$ cat src/rtl/vx_fetch_pkg.sv
// Shared fetch-path types: the buffered instruction record and warp-id width helper,
// reused by the icache response path, the fetch buffer and decode.
package vx_fetch_pkg;

  localparam int VX_NUM_WARPS   = 4;
  localparam int VX_NUM_THREADS = 4;

  typedef struct packed {
    logic [VX_NUM_THREADS-1:0] tmask;
    logic [31:0]               PC;
    logic [31:0]               instr;
  } fetch_entry_t;

  // Width of a warp id; a single-warp build still gets a 1-bit id.
  function automatic int nwBits(input int numWarps);
    return (numWarps > 1) ? $clog2(numWarps) : 1;
  endfunction

endpackage

$ cat src/rtl/vx_fetch_fifo.sv
// Single-warp instruction FIFO with a flush that empties it in one cycle,
// including anything pushed on the same edge.
module vx_fetch_fifo
  import vx_fetch_pkg::*;
#(
  parameter int DEPTH = 2
) (
  input  logic         clk,
  input  logic         reset,
  input  logic         push,
  input  logic         pop,
  input  logic         flush,
  input  fetch_entry_t din,
  output fetch_entry_t dout,
  output logic         empty,
  output logic         full
);

  localparam int PTR_W = $clog2(DEPTH);
  localparam int CNT_W = PTR_W + 1;

  fetch_entry_t     mem_q [DEPTH];
  logic [PTR_W-1:0] rdPtr_q, rdPtr_d;
  logic [PTR_W-1:0] wrPtr_q, wrPtr_d;
  logic [CNT_W-1:0] count_q, count_d;

  // Flush skips the read pointer past every written slot, so a same-cycle push is dropped.
  always_comb begin
    wrPtr_d = wrPtr_q + PTR_W'(push);
    rdPtr_d = rdPtr_q + PTR_W'(pop);
    count_d = count_q + CNT_W'(push) - CNT_W'(pop);
    if (flush) begin
      count_d = '0;
      rdPtr_d = wrPtr_d;
    end
  end

  always_ff @(posedge clk) begin
    if (!reset) begin
      rdPtr_q <= '0;
      wrPtr_q <= '0;
      count_q <= '0;
    end else begin
      rdPtr_q <= rdPtr_d;
      wrPtr_q <= wrPtr_d;
      count_q <= count_d;
    end
  end

  always_ff @(posedge clk) begin
    if (push) begin
      mem_q[wrPtr_q] <= din;
    end
  end

  assign dout  = mem_q[rdPtr_q];
  assign empty = (count_q == '0);
  assign full  = (count_q == CNT_W'(DEPTH));

endmodule

$ cat src/rtl/vx_fetch_buffer.sv
// Per-warp fetch buffer: one FIFO per warp, round-robin selection toward decode,
// per-warp flush on redirect so a stalled warp never blocks the others.
module vx_fetch_buffer
  import vx_fetch_pkg::*;
#(
  parameter int NUM_WARPS   = VX_NUM_WARPS,
  parameter int NUM_THREADS = VX_NUM_THREADS,
  parameter int DEPTH       = 2,
  localparam int NW_BITS    = nwBits(NUM_WARPS)
) (
  input  logic                   clk,
  input  logic                   reset,
  input  logic                   in_valid,
  output logic                   in_ready,
  input  logic [NW_BITS-1:0]     in_wid,
  input  logic [NUM_THREADS-1:0] in_tmask,
  input  logic [31:0]            in_PC,
  input  logic [31:0]            in_instr,
  output logic                   out_valid,
  input  logic                   out_ready,
  output logic [NW_BITS-1:0]     out_wid,
  output logic [NUM_THREADS-1:0] out_tmask,
  output logic [31:0]            out_PC,
  output logic [31:0]            out_instr,
  input  logic                   flush_valid,
  input  logic [NW_BITS-1:0]     flush_wid,
  output logic [NUM_WARPS-1:0]   pending_mask
);

  fetch_entry_t       inEntry;
  fetch_entry_t       headEntry [NUM_WARPS];
  logic [NUM_WARPS-1:0] emptyVec, fullVec, pushVec, popVec, flushVec, candVec;
  logic [NW_BITS-1:0] lastGrant_q, lastGrant_d;
  logic [NW_BITS-1:0] grant, scanIdx;
  logic               anyCand, outFire;

  assign inEntry  = '{tmask: in_tmask, PC: in_PC, instr: in_instr};
  assign in_ready = !fullVec[in_wid];
  assign outFire  = anyCand && out_ready;

  for (genvar w = 0; w < NUM_WARPS; w++) begin : g_warp
    assign pushVec[w]  = in_valid && in_ready && (in_wid == NW_BITS'(w));
    assign flushVec[w] = flush_valid && (flush_wid == NW_BITS'(w));
    assign candVec[w]  = !emptyVec[w] && !flushVec[w];
    assign popVec[w]   = outFire && (grant == NW_BITS'(w));

    vx_fetch_fifo #(
      .DEPTH (DEPTH)
    ) u_fifo (
      .clk   (clk),
      .reset (reset),
      .push  (pushVec[w]),
      .pop   (popVec[w]),
      .flush (flushVec[w]),
      .din   (inEntry),
      .dout  (headEntry[w]),
      .empty (emptyVec[w]),
      .full  (fullVec[w])
    );
  end

  // Scan from farthest to nearest so the last hit is the first candidate after lastGrant.
  always_comb begin
    grant   = lastGrant_q;
    scanIdx = lastGrant_q;
    anyCand = 1'b0;
    for (int i = NUM_WARPS; i >= 1; i--) begin
      scanIdx = lastGrant_q + NW_BITS'(i);
      if (candVec[scanIdx]) begin
        grant   = scanIdx;
        anyCand = 1'b1;
      end
    end
  end

  assign lastGrant_d = outFire ? grant : lastGrant_q;

  always_ff @(posedge clk) begin
    if (!reset) begin
      lastGrant_q <= NW_BITS'(NUM_WARPS - 1);
    end else begin
      lastGrant_q <= lastGrant_d;
    end
  end

  assign out_valid    = anyCand;
  assign out_wid      = grant;
  assign out_tmask    = headEntry[grant].tmask;
  assign out_PC       = headEntry[grant].PC;
  assign out_instr    = headEntry[grant].instr;
  assign pending_mask = ~emptyVec;

endmodule

$ cat config.mk
export PLATFORM = sky130hd
export DESIGN_NAME = vx_fetch_buffer
export DESIGN_NICKNAME = d
export VERILOG_FILES = /design/src/rtl/vx_fetch_pkg.sv /design/src/rtl/vx_fetch_fifo.sv /design/src/rtl/vx_fetch_buffer.sv
export SDC_FILE = /design/constraint.sdc
export NUM_CORES = 1
export LEC_CHECK = 0
export CAP_MARGIN = 20
export CORE_MARGIN = 10
export CORE_UTILIZATION = 59
export DETAILED_ROUTE_END_ITERATION = 10
export PLACE_DENSITY_LB_ADDON = 0.3
export SETUP_SLACK_MARGIN = 0.4
export SLEW_MARGIN = 30
export SYNTH_ARGS = -nofsm -noshare
export SYNTH_HDL_FRONTEND = slang
export SYNTH_SLANG_ARGS = --single-unit
$ cat constraint.sdc
create_clock -name clk -period 4.4 [get_ports clk]
set_clock_uncertainty 0.05 [all_clocks]
set_input_delay 0.66 -clock clk [delete_from_list [all_inputs] [get_ports clk]]
set_output_delay 0.66 -clock clk [all_outputs]
set_load 0.01 [all_outputs]
==> run_results.csv <==
group,metric,value,unit
sta,fmax,0.258,GHz
worst_setup_path,cp-endpoint,"out_PC[7]",
floorplan,die-width,217,um
logic_synthesis,async_flop_share,0,
drt,drt_pass1_iterations,5,
worst_setup_path,endpoint_kind,"output pin",
floorplan,io_pins,153,
global_routing,grt_overflow,0,
worst_setup_path,cp.required,3.69,ns
logic_synthesis,syn_area_per_cell,18.4,um2
drt,finalWirelength,48.6,mm
logic_synthesis,ys_ff_latch,566,
placement,gp_congestion,0.792,
logic_synthesis,syn_inst,1243,
drt,viasPerCell,5.80,
clock_tree,h-tree-depth,2,
drt,routedWlPerCell,24.3,um
drt,num_vias,11613,
run,cap_violations,0,
logic_synthesis,synth.distinct_cells,42,
worst_setup_path,rr_endpoint,"g_warp[2].u_fifo.count_q[1]$_SDFF_PP0_",
global_routing,grt_pass1_wl,73.5,mm
clock_tree,clock_latency,0.59,ns
clock_tree,clkTransAtPathRegs,0.06,ns
global_routing,antenna_found_initial,3,
sta,final.setup.tns,0,ns
clock_tree,cts_buffers,54,
logic_synthesis,synth_area,22800,um2
sta,setup_viol_count_final,0,
layout,final_nets,1539,
layout,drive_above_1_share,0.155,
floorplan,die_area,47000,um2
logic_synthesis,yosysSeqAreaShare,0.734,
logic_synthesis,syn_nets,1336,
logic_synthesis,yosysWarnings,0,
floorplan,core_area,38500,um2
worst_setup_path,timing.rr.start,"g_warp[0].u_fifo.count_q[0]$_SDFF_PP0_",
global_routing,grt_max_degree,39,
floorplan,initial_core_util,0.594,
sta,rsz0062_at_grt,"false",
clock_tree,cts_tree,"built",
sta,fin_crit,3.88,ns
worst_setup_path,cp.arrival,3.17,ns
layout,fin_area,27600,um2
worst_setup_path,crit_path_max_fanout,13,
worst_hold_path,hold-path-cell-count,2,
power,p_leak,0.00979,uW
sta,fin_crit_sh,0.881,
drt,drc_errors,0,
worst_setup_path,startpoint,"flush_wid[1]",
power,vdd.ir_drop.worst,0.430,mV
sta,hold_violations,0,
clock_tree,root_buffer,"clkbuf_16",
power,p_per_area,633,nW/um2
logic_synthesis,synth_top_flop_cell,"edfxtp_1",
global_routing,grt.total_usage,0.206,
status,status,"finished clean",
sta,relSlewSlack,0.440,
floorplan,fp-row-count,72,
placement,io_buffer_count,152,
worst_setup_path,reg2reg_slack,1.49,ns
clock_tree,clock-sinks,566,
worst_setup_path,startpoint_type,"primary input",
sta,worst_pin_slew,0.833,ns
logic_synthesis,synth_edf_count,544,
clock_tree,clockBufferDepth,3,
drt,drt_iter0_markers,789,
sta,final_max_slew_viol_count,0,
layout,area_growth,20.7,%
placement,dp_hpwl,27.7,mm
worst_setup_path,r2r_cells,14,
global_routing,grt_pass1_vias,11975,
placement,placed_area,25500,um2
drt,ant_nets,0,
worst_hold_path,hold_path_class,"reg2reg",
floorplan,die_h,217,um
worst_setup_path,worstSetupPathType,"in2out",
critical path: stages:
cell and delay, ns:
dlygate4sd2_1 0.28, or3b_4 0.43, a22oi_2 0.22, a221o_2 0.25
nor2_8 0.04, buf_12 0.16, inv_16 0.11, buf_16 0.17
buf_4 0.13, mux2i_1 0.20, mux2_2 0.20, dlygate4sd2_1 0.28
worst min-delay path by stage:
stage	start	to
finish	g_warp[1].u_fifo.count_q[1]$_SDFF_PP0_	g_warp[1].u_fifo.count_q[1]$_SDFF_PP0_
global route	flush_valid	g_warp[3].u_fifo.count_q[0]$_SDFF_PP0_
CTS	g_warp[1].u_fifo.count_q[1]$_SDFF_PP0_	g_warp[1].u_fifo.count_q[1]$_SDFF_PP0_
detailed placement	g_warp[1].u_fifo.count_q[1]$_SDFF_PP0_	g_warp[1].u_fifo.count_q[1]$_SDFF_PP0_
global placement	g_warp[1].u_fifo.count_q[1]$_SDFF_PP0_	g_warp[1].u_fifo.count_q[1]$_SDFF_PP0_
floorplan	g_warp[1].u_fifo.count_q[1]$_SDFF_PP0_	g_warp[1].u_fifo.count_q[1]$_SDFF_PP0_
stage by stage:
step | total power (uW) | util | std cells | hold slack [ns] | setup WS (ns)
floorplan | 10000 | - | 1243 | 0.449 | 1.09
global placement | 12800 | 0.662 | 1898 | 0.465 | 0.0797
detailed placement | 12800 | 0.662 | 1898 | 0.475 | 0.0352
CTS | 17700 | 0.713 | 1999 | 0.490 | 0.359
global route | 18100 | 0.717 | 2003 | 0.527 | 0.440
finish | 17500 | 0.717 | 2003 | 0.489 | 0.524
routing by layer:
metal / part of all wire / GRT usage / vias to the layer above
met3: 0.052 / 0.0347 / 81
met1: 0.42 / 0.264 / 5931
li1: - / - / 5271
met2: 0.51 / 0.351 / 328
met5: 0.00031 / 0 / -
met4: 0.023 / 0.0683 / 2
cell usage in the layout, fill, tap and decap left out, drive strengths merged, types with 6 or more instances in the layout:
master / Yosys / routed
edfxtp: 544 / 544
mux2i: 410 / 410
clkdlybuf4s50: 0 / 81
clkbuf: 39 / 70
mux2: 69 / 69
buf: 20 / 49
dlymetal6s2s: 0 / 39
dlygate4sd2: 0 / 31
dfxtp: 22 / 22
inv: 18 / 19
clkinv: 0 / 18
ha: 16 / 16
nand2: 15 / 15
nor2: 14 / 14
nand3: 8 / 8
nor2b: 8 / 8
o211ai: 8 / 8
and3: 6 / 6
bufinv: 0 / 6
flip-flops by register name, indices dropped and copies added, names as in the netlist, named ones only:
name                   flops
g_warp.u_fifo.count_q      8
lastGrant_q                2
g_warp.u_fifo.rdPtr_q      4
g_warp.u_fifo.wrPtr_q      4
g_warp.u_fifo.mem_q      544
report_power, final:
group / total, uW / internal [uW] / leakage, uW / switching [uW]
combinational: 6540 / 3430 / 0.00382 / 3100
sequential: 6400 / 6130 / 0.00512 / 263
clock: 4520 / 2660 / 0.000846 / 1870
logic make-up after synthesis:
logic type,share of synthesized area
mux,0.214
simple gates,0.0167
compound gates,0.00816
fa+ha+maj,0.00876
flops,0.734
buf+inv,0.0152
xor+xnor,0.00307
cell usage after synthesis, drive strengths merged, types with 3 or more instances:
cell type | n | area (um2)
edfxtp | 544 | 16300
mux2i | 410 | 4100
mux2 | 69 | 777
clkbuf | 39 | 146
dfxtp | 22 | 440
buf | 20 | 131
inv | 18 | 70.1
ha | 16 | 200
nand2 | 15 | 56.3
nor2 | 14 | 68.8
nand3 | 8 | 40.0
nor2b | 8 | 50.1
o211ai | 8 | 60.1
and3 | 6 | 37.5
nand2b | 5 | 31.3
nor3 | 5 | 25.0
o21ai | 5 | 25.0
xnor2 | 4 | 35.0
xor2 | 4 | 35.0
a31oi | 3 | 18.8
layout make-up:
class                           count  area (um2)
Antenna cell                        2        5.00
Timing Repair inverter              1        16.3
Multi-Input combinational cell    600        5870
Clock buffer                       69        1450
Timing Repair Buffer              205        2450
Tap cell                          518         648
Inverter                           18        83.8
Clock inverter                     24         265
Sequential cell                   566       16800
Fill cell                        2349       10900
repair_timing:
item                                    CTS  global route
pin swaps                                 1             0
resized for setup                        51            50
hold endpoints to repair                  0             0
buffers inserted                          1             2
cloned                                    7             0
endpoints found under the setup margin   68            44
hold buffers                              0             0
(Power assumes the default switching activity.)
